### src/rtl/imem_loader.sv
// Boot-time instruction-memory writer: assembles big-endian words from a byte
// stream and writes them from address 0, holding the CPU in reset until loaded.
module imem_loader #(
  parameter int ADDR_W = 10,
  parameter int WORD_W = 32
) (
  input  logic              clk,
  input  logic              rst,
  input  logic              start,
  input  logic              in_valid,
  input  logic [7:0]        in_data,
  output logic              in_ready,
  output logic              im_we,
  output logic [ADDR_W-1:0] im_addr,
  output logic [WORD_W-1:0] im_wdata,
  output logic              cpu_rst,
  output logic              done,
  output logic              err
);

  typedef enum logic [2:0] {
    S_HDR_HI,
    S_HDR_LO,
    S_DATA,
    S_WRITE,
    S_DONE,
    S_ERR
  } state_e;

  // Largest accepted word count is the full memory depth.
  localparam logic [16:0] CAP = 17'(1) << ADDR_W;

  state_e              state_q, state_d;
  logic [15:0]         n_q, n_d;
  logic [1:0]          byte_cnt_q, byte_cnt_d;
  logic [ADDR_W:0]     word_cnt_q, word_cnt_d;
  logic [WORD_W-9:0]   asm_q, asm_d;
  logic [ADDR_W-1:0]   im_addr_q, im_addr_d;
  logic [WORD_W-1:0]   im_wdata_q, im_wdata_d;
  logic                cpu_rst_q, done_q, err_q;

  logic                xfer;
  logic [15:0]         hdr_n;
  logic [16:0]         wc_next;

  assign in_ready = rst && ((state_q == S_HDR_HI) || (state_q == S_HDR_LO) ||
                            (state_q == S_DATA));
  assign xfer     = in_valid && in_ready;
  assign hdr_n    = {n_q[15:8], in_data};
  assign wc_next  = 17'(word_cnt_q) + 17'd1;

  always_comb begin
    state_d    = state_q;
    n_d        = n_q;
    byte_cnt_d = byte_cnt_q;
    word_cnt_d = word_cnt_q;
    asm_d      = asm_q;
    im_addr_d  = im_addr_q;
    im_wdata_d = im_wdata_q;
    case (state_q)
      S_HDR_HI: begin
        if (xfer) begin
          n_d[15:8] = in_data;
          state_d   = S_HDR_LO;
        end
      end
      S_HDR_LO: begin
        if (xfer) begin
          n_d[7:0] = in_data;
          if (hdr_n == 16'd0)
            state_d = S_DONE;
          else if ({1'b0, hdr_n} > CAP)
            state_d = S_ERR;
          else
            state_d = S_DATA;
        end
      end
      S_DATA: begin
        if (xfer) begin
          asm_d      = {asm_q[WORD_W-17:0], in_data};
          byte_cnt_d = byte_cnt_q + 2'd1;
          // Latch the write beat here so address/data are registered in WRITE.
          if (byte_cnt_q == 2'd3) begin
            state_d    = S_WRITE;
            im_addr_d  = word_cnt_q[ADDR_W-1:0];
            im_wdata_d = {asm_q, in_data};
          end
        end
      end
      S_WRITE: begin
        word_cnt_d = word_cnt_q + 1'b1;
        state_d    = (wc_next == {1'b0, n_q}) ? S_DONE : S_DATA;
      end
      S_DONE, S_ERR: begin
        if (start) begin
          state_d    = S_HDR_HI;
          n_d        = '0;
          byte_cnt_d = '0;
          word_cnt_d = '0;
        end
      end
      default: state_d = S_HDR_HI;
    endcase
  end

  always_ff @(posedge clk or negedge rst) begin
    if (!rst) begin
      state_q    <= S_HDR_HI;
      n_q        <= '0;
      byte_cnt_q <= '0;
      word_cnt_q <= '0;
      asm_q      <= '0;
      im_addr_q  <= '0;
      im_wdata_q <= '0;
      cpu_rst_q  <= 1'b1;
      done_q     <= 1'b0;
      err_q      <= 1'b0;
    end else begin
      state_q    <= state_d;
      n_q        <= n_d;
      byte_cnt_q <= byte_cnt_d;
      word_cnt_q <= word_cnt_d;
      asm_q      <= asm_d;
      im_addr_q  <= im_addr_d;
      im_wdata_q <= im_wdata_d;
      // Status flags follow the next state so they toggle only on DONE/ERR entry or exit.
      cpu_rst_q  <= (state_d != S_DONE);
      done_q     <= (state_d == S_DONE);
      err_q      <= (state_d == S_ERR);
    end
  end

  assign im_we    = (state_q == S_WRITE);
  assign im_addr  = im_addr_q;
  assign im_wdata = im_wdata_q;
  assign cpu_rst  = cpu_rst_q;
  assign done     = done_q;
  assign err      = err_q;

endmodule

### config.mk
export PLATFORM = sky130hd
export DESIGN_NAME = imem_loader
export DESIGN_NICKNAME = d
export VERILOG_FILES = /design/src/rtl/imem_loader.sv
export SDC_FILE = /design/constraint.sdc
export NUM_CORES = 1
export LEC_CHECK = 0
export ABC_AREA = 1
export ABC_CLOCK_PERIOD_IN_PS = 4890
export CORE_UTILIZATION = 45
export CTS_CLUSTER_DIAMETER = 80
export DETAILED_ROUTE_END_ITERATION = 10
export PLACE_DENSITY = 0.74
export SYNTH_ARGS = -nofsm -noshare
export SYNTH_HDL_FRONTEND = slang
export SYNTH_SLANG_ARGS = --single-unit
### constraint.sdc
create_clock -name clk -period 4.89 [get_ports clk]
set_input_delay 1.2225 -clock clk [delete_from_list [all_inputs] [get_ports clk]]
set_output_delay 1.2225 -clock clk [all_outputs]
set_load 0.01 [all_outputs]
==> impl_results.md, run 1 <==
- Status: complete, no violations
- Share of cells above drive strength 1: 8.136%
- Max Root-Sink Buffers: 2
- Sum Neg Setup Slack: 0 ns
- Post-CTS setup buffer count: 0
- # IOs: 59
- Hold crit path type: flip-flop to flip-flop
- Remaining DRCs: 0
- Top post-synthesis cells by area: dfrtp_1 (56%), nand2_1 (12%), o21ai_0 (7.3%)
- Die area: 10370 um2
- Fmax: 0.2888 GHz
- Synth unique cells: 28
- Post-CTS Hold Buffers: 0
- Cell taking the most area after synthesis: dfrtp_1
- Worst Tran Pin Value: 1.014 ns
- Yosys warning total: 0
- Share of the synthesized area in the top cell type: 55.80%
- H-tree levels: 3
- Synth Cell Area: 4484 um2
- Clk_lat worst skew: 0.38 ns
- Initial antenna violation count: 0
- Rel. slew slack: 32.40%
- Critical Path RT: 3.67 ns
- Final Hold Fails: 0
- Part of the Yosys area used for sequential elements: 56.39%
- Final period util: 70.81%
- Row count: 36
- Crit path time final: 3.463 ns
- Peak supply drop: 0.2221 mV
- Reg clk slew, reported paths: 0.11 ns
- Inserted Diodes: 0
- Nets: 599
- Antenna violation net count after detailed routing: 0
- TritonCTS buffer count: 9
- Leak Pwr: 2.494 nW
- Drt first pass iters: 5
- IO buf count: 58
- GRT Overall Usage: 20.62%
- Post-CTS resize count: 0
- Via Count: 3656
- Slack of the critical path: 1.427 ns
- Top Metal Used: met4
- Die width: 101.8 um
- Routability cong.: 0.9137
- Max FO, Critical Path: 19
- Wire per inst: 13.76 um
- Worst R2R Setup Slack: 2.26 ns
- Vias in the first global route: 3348
- Largest net degree at the start of global routing: 85
- Initial Util: 46.09%
- PD cells: 478.8 nW/um2
- Critical Path Start Type: input port
- Grt total ovfl: 0
- Core area: 9729 um2
- Crit end category: output pin
- Area growth, synth to finish: 19.78%
- TritonCTS clock tree: yes
- Critical path arrival: 2.24 ns
- Final Max Slew Viols: 0
- Yosys reg bits: 101
- Post-Place Worst Slack: 1.286 ns
- RSZ-0062 raised after global routing: false
- Setup violators final: 0
- # clock sinks: 101
- Die H: 101.8 um
- CTS root buf: clkbuf_8
- Clk_skew: 0.01209 ns
- Placed instance area: 5165 um2
- First-pass GRT wire length: 16.37 mm
- Total of max-cap violations: 0
- Critical path class: input port to output pin
- Drt via density: 5.057
- Drt total wl: 9.949 mm
- Synth Area per Inst: 8.461 um2
- Detail Route met3 WL: 495 um
- Synthesized instance count: 530
- Post-synth net total: 544
- Final Cell Area: 5371 um2
- WL met1: 4.679 mm
- DRT iter0 DRCs: 175
- Met2 wire len: 4.623 mm
- DP HPWL: 7.014 mm
per-stage QoR:
step                std cells  utilization (%)  total power, W  hold slack [ns]
global placement          707            53.09        0.001978           0.4651
CTS                       723            55.21        0.002567           0.4829
floorplan                 530                -        0.001773           0.4530
detailed placement        707            53.09        0.002015           0.4692
finish                    723            55.21        0.002572           0.4762
global route              723            55.21        0.002756           0.5162
cells in the mapped netlist, drive strengths merged:
| cell type | number |
|---|---|
| a21oi | 8 |
| buf | 12 |
| clkbuf | 6 |
| dfrtp | 100 |
| dfstp | 1 |
| ha | 2 |
| inv | 71 |
| nand2 | 154 |
| nand3 | 30 |
| nand3b | 4 |
| nand4 | 4 |
| nor2 | 39 |
| nor3 | 2 |
| o21a | 1 |
| o21ai | 85 |
| o22ai | 7 |
| o31ai | 4 |
metal layers:
metal,global-route usage [%],vias to the layer above
met3,3.010,15
met5,0,-
met4,7.363,0
li1,-,1798
met2,32.59,99
met1,29.29,1744
cells in the final DEF (no fill, tap or decap), types with 2 or more instances in the layout:
master,netlist,routed
nor2_2,8,8
clkinv_4,0,2
nand2_1,146,145
clkbuf_8,0,9
nand3_2,2,2
inv_2,3,3
o22ai_1,7,7
o21ai_0,65,65
ha_1,2,2
o31ai_1,4,4
o21ai_1,19,19
a21oi_1,8,8
inv_8,0,2
inv_1,68,68
buf_4,1,5
nand4_1,4,4
nor2_1,28,28
clkdlybuf4s50_1,0,57
nor2_4,3,3
nand3b_1,4,4
nand2_2,8,9
nand3_1,28,28
dfrtp_1,100,100
power by group:
part,leakage [nW],internal (W),switching (W),total (W)
logic,1.12,0.000277,0.000540,0.000817
clock network,0.105,0.000248,0.000311,0.000559
registers,1.27,0.00105,0.000146,0.00120
total,2.49,0.00158,0.000997,0.00257
critical path, cell delays in order:
cell and delay, ns:
buf_4 0.24, nand2_1 0.10, nor2_2 0.12, clkdlybuf4s50_1 0.56
worst paths after layout:
path,from,end,cells past startpoint
worst min register to register,asm_q[2]$_DFFE_PN0P_,asm_q[10]$_DFFE_PN0P_,2
min in group asynchronous,rst,im_addr[5]$_DFFE_PN0P_,1
worst min-delay path,asm_q[2]$_DFFE_PN0P_,asm_q[10]$_DFFE_PN0P_,2
max in group asynchronous,rst,im_addr[4]$_DFFE_PN0P_,2
worst max-delay path,rst,in_ready,4
worst max register to register,state_q[1]$_DFF_PN0_,im_wdata[10]$_DFFE_PN0P_,10
registers in the layout, indices dropped and copies added (netlist names):
register / flops
cpu_rst: 1
n_q: 16
err: 1
state_q: 3
asm_q: 24
im_wdata: 32
word_cnt_q: 11
done: 1
byte_cnt_q: 2
im_addr: 10
kinds of logic after synthesis:
family                   count (synthesis)  synth area share (%)
AO/OA/AOI/OAI                          105                 12.28
adder cells (fa/ha/maj)                  2                0.5579
buffers and inverters                   89                 8.091
flip-flops                             101                 56.39
AND/OR/NAND/NOR                        233                 22.68
layout make-up:
type                       instances  area [um2]
sequential                       101        2529
clock buffer                      10       127.6
tap                              133       166.4
fill                             902        4358
inverter                          71       266.5
timing repair buffer              62       608.1
multi-input combinational        340        1595
clock inverter                     6       78.83
Note: power is estimated with default switching activity, not from simulation.
==> run 2, diff against run 1 <==
Settings changed: ABC_CLOCK_PERIOD_IN_PS 4890 to 3190.
Clock period 4.89 ns to 3.19 ns, I/O delays scaled along.
==> run 2 against run 1 <==
Net effect:
- flip-flop and latch count unchanged
- worst setup slack got worse by 0.75 ns
- first-iteration DRC count rose by 23%
- clock-buffer cell count stayed put
- combinational power increased by 54%
- die area is the same
- power rose by 51%
- register-to-register slack worse by 1.1 ns
- global-route usage grew 0.46 points
- sequential power up 53%
- critical endpoint is now im_we
==> impl_results.md, run 2 (synthesis gave the netlist of run 1 again) <==
- Status: complete, no violations
- Hold crit path type: input port to asynchronous set/reset pin
- Inserted Diodes: 0 (unchanged)
- Area growth, synth to finish: 19.84% (about the same)
- # fillers: 895 (-0.78%)
- Grt total ovfl: 0 (unchanged)
- Fmax: 0.3976 GHz
- Reg-to-Reg End: cpu_rst$_DFF_PN1_
- DRT iter0 DRCs: 216 (+23%)
- Final Util: 55.23% (about the same)
- Die H: 101.8 um (unchanged)
- First-pass GRT wire length: 16.66 mm (+1.7%)
- TritonCTS clock tree: yes
- Core area: 9729 um2 (unchanged)
- Initial Util: 46.09% (unchanged)
- Via Count: 3595 (-1.7%)
- Most frequent cells in the layout: nand2_1 (145), dfrtp_1 (100), inv_1 (68)
- Multi-input gate area: 1595 um2 (unchanged)
- Die width: 101.8 um (unchanged)
- Max Root-Sink Buffers: 2 (unchanged)
- RSZ-0062 raised after global routing: false
- Worst R2R Setup Slack: 1.16 ns (-1.10 ns)
- Clk_lat worst skew: 0.37 ns (about the same)
- Critical Path RT: 2.39 ns (-1.28 ns)
- Antenna violation net count after detailed routing: 0 (unchanged)
- Final Max Slew Viols: 0 (unchanged)
- Critical path class: flip-flop to output pin
- Critical path arrival: 1.72 ns (-0.52 ns)
- Max FO, Critical Path: 9 (-10)
- R2R cell count: 13 (+3)
- Critical Path Start Type: flip-flop
- Post-CTS resize count: 0 (unchanged)
- # IOs: 59 (unchanged)
- Max FFs per register: 32 (unchanged)
- Drt first pass iters: 5 (unchanged)
- Total of max-cap violations: 0 (unchanged)
- Post-CTS Hold Buffers: 0 (unchanged)
- H-tree levels: 3 (unchanged)
- Non-Filler Instances: 724 (+0.14%)
- Peak supply drop: 0.2790 mV (+26%)
- PD cells: 721.5 nW/um2 (+51%)
- Routability cong.: 0.9196 (+0.65%)
- Sum Neg Setup Slack: 0 ns (unchanged)
- Placed instance count: 709 (+0.28%)
- Nets: 601 (+0.33%)
- CTS root buf: clkbuf_8
- Drt total wl: 9.991 mm (+0.42%)
- Post-CTS setup buffer count: 0 (unchanged)
- Vias in the first global route: 3410 (+1.9%)
- DP HPWL: 7.082 mm (+0.97%)
- Clk_skew: 0.008004 ns (-0.004091 ns)
- Drt via density: 4.965 (-1.8%)
- Share of cells above drive strength 1: 8.460% (+0.32 points)
- Final period util: 78.85%
- Worst Tran Pin Value: 1.039 ns (+0.02482 ns)
- Die area: 10370 um2 (unchanged)
- TritonCTS buffer count: 9 (unchanged)
- IO buf count: 58 (unchanged)
- Most common cell after layout, fill and taps aside: nand2_1
- # clock sinks: 101 (unchanged)
- Leak Pwr: 2.494 nW (about the same)
- Row count: 36 (unchanged)
- Setup violators final: 0 (unchanged)
- Area taken by flip-flops and latches: 2529 um2 (unchanged)
- Largest net degree at the start of global routing: 86 (+1.2%)
- Reg clk slew, reported paths: 0.10 ns (about the same)
- GRT Overall Usage: 21.08% (+0.46 points)
- Crit path time final: 2.515 ns
- Rel. slew slack: 30.75% (-1.7 points)
- Pwr Total: 0.003877 W (+51%)
- Crit end category: output pin
- Initial antenna violation count: 0 (unchanged)
- Remaining DRCs: 0 (unchanged)
- Final Hold Fails: 0 (unchanged)
- Wire per inst: 13.80 um (+0.28%)
- FF-to-FF Start: word_cnt_q[0]$_DFFE_PN0P_
==> run 2: metal layers <==
metal	track usage, %	vias up	part of all wire (%)
met5	0	-	0
met1	30.78	1698	48
met4	6.923	0	0.97
met3	3.762	10	3.7
met2	32.07	79	47
li1	-	1808	-
==> run 2: stage by stage <==
step / hold slack, ns / instance area, um2 / setup slack (ns)
finish: 0.3933 / 5374 / 0.6747
detailed placement: 0.4668 / 5192 / 0.6917
global route: 0.3962 / 5374 / 0.5698
floorplan: 0.4530 / 4484 / 1.256
CTS: 0.3953 / 5374 / 0.6682
global placement: 0.4607 / 5192 / 0.7663
==> run 2: power breakdown <==
part / internal (W) / switching [W] / leakage, nW
sequential: 0.00161 / 0.000231 / 1.27
clock: 0.000312 / 0.000459 / 0.0873
combinational: 0.000437 / 0.000828 / 1.14
total: 0.00236 / 0.00152 / 2.49
==> run 2: worst max path at each step <==
stage,from,end,slack (ns),depth (start not counted)
after global placement,rst,in_ready,0.77,4
after floorplan,rst,im_wdata[10]$_DFFE_PN0P_,1.26,9
final,state_q[1]$_DFF_PN0_,im_we,0.67,4
after global routing,state_q[1]$_DFF_PN0_,im_we,0.57,4
after CTS,state_q[1]$_DFF_PN0_,im_we,0.67,4
after detailed placement,in_data[2],done$_DFF_PN0_,0.69,10
==> run 2: area by class of cell <==
cell class              instances  share of cell area (%)
repair buffers                 64                   11.83
well taps                     133                   3.097
inverters                      71                   4.959
clock inverters                 5                  0.8149
flip-flops and latches        101                   47.05
multi-input cells             340                   29.69
clock buffers                  10                   2.561
==> run 2: worst max-delay path, stage by stage (launching register included) <==
cell and delay (ns):
dfrtp_1 0.43, nand2_1 0.11, nor2_2 0.08, buf_4 0.17, clkdlybuf4s50_1 0.55
==> run 3, diff against run 2 <==
Settings changed: ABC_CLOCK_PERIOD_IN_PS 3190 to 2100, PLACE_DENSITY 0.74 to 0.77.
Clock period 3.19 ns to 2.1 ns, I/O delays scaled along.
==> run 3 against run 2 <==
Net effect:
- first-iteration DRC count down 18%
- clock power up 65%
- combinational power up 65%
- wire length up 0.19%
- sequential power up 52%
==> impl_results.md, run 3 (synthesis gave the netlist of run 1 again) <==
- TritonCTS clock tree: yes
- Final Max Slew Viols: 0 (unchanged)
- Drt first pass iters: 5 (unchanged)
- Max FFs per register: 32 (unchanged)
- Nets: 619 (+3.0%)
- Worst Tran Pin Value: 0.5480 ns (-0.4907 ns)
- Max FO, Critical Path: 8 (-1)
- Wire per inst: 13.47 um (-2.4%)
- Post-Place Worst Slack: -0.08227 ns (-0.7740 ns)
- Die H: 101.8 um (unchanged)
- Status: complete, no violations
- Placed instance area: 5308 um2 (+2.2%)
- # clock sinks: 101 (unchanged)
- Worst R2R Setup Slack: 0.1 ns (-1.06 ns)
- CTS root buf: clkbuf_8
- Via Count: 3717 (+3.4%)
- GR met3 Demand/Resource: 4.378% (+0.62 points)
- Row count: 36 (unchanged)
- Switching share of power: 37.66% (-1.5 points)
- FF-to-FF Start: word_cnt_q[0]$_DFFE_PN0P_
- Drt via density: 5.003 (+0.75%)
- Max incr delay on CP: 0.43 ns (-0.12 ns)
- GR Layer Usage met2: 32.12% (+0.052 points)
- Max Root-Sink Buffers: 2 (unchanged)
- Post-CTS Hold Buffers: 0 (unchanged)
- Fmax: 0.4996 GHz
- R2R cell count: 13 (unchanged)
- Critical path class: flip-flop to flip-flop
- Crit path time final: 2.002 ns
- Peak supply drop: 0.4522 mV (+62%)
- Clk_lat worst skew: 0.37 ns (about the same)
- # fillers: 888 (-0.78%)
- Slack of the critical path: 0.09834 ns (-0.5764 ns)
- Setup violators final: 0 (unchanged)
- Antenna violation net count after detailed routing: 0 (unchanged)
- Psw: 0.002313 W (+52%)
- CP Cell Sequence: buf_4, clkinvlp_4, nor2_4, nand3_2, nand3_1, nand2_1, nor2_1, nand2_1, nor2_2, nand3_2, nand2_2, inv_2, nor2_2
- DP HPWL: 7.067 mm (-0.22%)
- Clock share of power: 20.7% (+0.8 points)
- Most frequent cells in the layout: nand2_1 (144), dfrtp_1 (99), inv_1 (67)
- Most common cell after layout, fill and taps aside: nand2_1
- Initial Util: 46.09% (unchanged)
- M1 GR Usage: 30.22% (-0.57 points)
- Routability cong.: 0.8637 (-6.1%)
- IO buf count: 58 (unchanged)
- Crit end category: flip-flop
- First-pass GRT wire length: 16.84 mm (+1.1%)
- Core area: 9729 um2 (unchanged)
- Largest net degree at the start of global routing: 102 (+19%)
- Total of max-cap violations: 0 (unchanged)
- Hold crit path type: input port to asynchronous set/reset pin
- Busiest layer in global routing: met2
- Drt total wl: 10.01 mm (+0.19%)
- H-tree levels: 3 (unchanged)
- Area growth, synth to finish: 24.61%
- Initial antenna violation count: 0 (unchanged)
- Sequential Power Share: 45.4% (-2.1 points)
- Placed instance count: 721 (+1.7%)
- Clk_skew: 0.01127 ns (+0.003270 ns)
- Reg-to-Reg End: done$_DFF_PN0_
- Grt total ovfl: 0 (unchanged)
- Final Hold Fails: 0 (unchanged)
- RSZ-0062 raised after global routing: true
- Share of cells above drive strength 1: 12.13% (+3.7 points)
- Die width: 101.8 um (unchanged)
- Reg clk slew, reported paths: 0.10 ns (about the same)
- DRT iter0 DRCs: 178 (-18%)
- Worst path slowest cell: dfrtp_1
- Leak Pwr: 2.615 nW (+4.8%)
- Final Cell Area: 5588 um2 (+4.0%)
- Final period util: 95.32%
- Vias in the first global route: 3583 (+5.1%)
- Critical Path Start Type: flip-flop
- Critical path arrival: 2.30 ns (+0.58 ns)
- TritonCTS buffer count: 9 (unchanged)
- PD cells: 1099 nW/um2 (+52%)
- Remaining DRCs: 0 (unchanged)
- Critical Path RT: 2.40 ns (about the same)
- GRT Overall Usage: 21.18% (+0.10 points)
- Hold Slack: 0.2049 ns (-0.1884 ns)
- Pint: 0.003830 W (+62%)
- Crit path from: word_cnt_q[0]$_DFFE_PN0P_
- Non-Filler Instances: 743 (+2.6%)
- Comb pwr share: 33.9% (+1.3 points)
- Inserted Diodes: 0 (unchanged)
- # IOs: 59 (unchanged)
- Die area: 10370 um2 (unchanged)
- Rel. slew slack: 63.47% (+33 points)
-- run 3: cell types whose count changed in the layout (fill, tap and decap cells not counted), sizes merged, moves of 2 or more --
cell           previous run  this run
buf                       7        25
clkbuf                   10        12
clkdlybuf4s50            57        55
inv                      74        71
-- run 3: power groups by stage --
| stage | Sequential, W | Combinational, W | Clock [W] |
|---|---|---|---|
| 2_1_floorplan | 0.00274 | 0.00139 | 0 |
| 3_3_place_gp | 0.00281 | 0.00187 | 0 |
| 3_5_place_dp | 0.00283 | 0.00195 | 0 |
| 4_1_cts | 0.00279 | 0.00196 | 0.00128 |
| 5_1_grt | 0.00285 | 0.00237 | 0.00137 |
| 6_report | 0.00279 | 0.00208 | 0.00127 |
-- run 3: how the worst max path moves through the flow --
stage / end / slack (ns) / cells after the start
finish: done$_DFF_PN0_ / 0.1 / 13
global route: done$_DFF_PN0_ / -0.03 / 13
CTS: im_we / 0.01 / 3
detailed placement: done$_DFF_PN0_ / -0.08 / 11
global placement: done$_DFF_PN0_ / 0.01 / 11
floorplan: im_wdata[10]$_DFFE_PN0P_ / 0.44 / 9
-- run 3: worst max-delay path, delay by kind of cell, from the launching register on --
kind                   cells  cell delay, ns
AND/OR/NAND/NOR           10            1.15
buffers and inverters      3            0.33
flip-flops                 1            0.43
-- run 3: area by class of cell --
cell class	count	area [um2]	area share, %
well taps	133	166.4	2.978
clock inverters	4	55.05	0.9852
inverters	71	270.3	4.837
flip-flops and latches	101	2530	45.28
multi-input cells	340	1624	29.06
clock buffers	12	145.1	2.597
repair buffers	82	797.0	14.26
-- run 3: through the flow --
step	power [W]	utilization (%)	TNS, ns
after floorplan	0.004129	-	0
after global placement	0.004676	54.55	0
after detailed placement	0.004776	54.55	-0.08302
after CTS	0.006026	56.60	0
after global routing	0.006592	57.43	-0.04123
final	0.006143	57.43	0
-- run 3: what timing repair did --
item,4_1_cts,5_1_grt
buffers inserted,0,6
endpoints found under the setup margin,1,5
resized for setup,1,8
pin swaps,0,4
-- run 3: routing by layer --
metal / part of all wire (%) / wire [um]
met3: 4.8 / 481
met2: 46 / 4638
met1: 47 / 4714
met5: 0 / 0
met4: 1.8 / 176
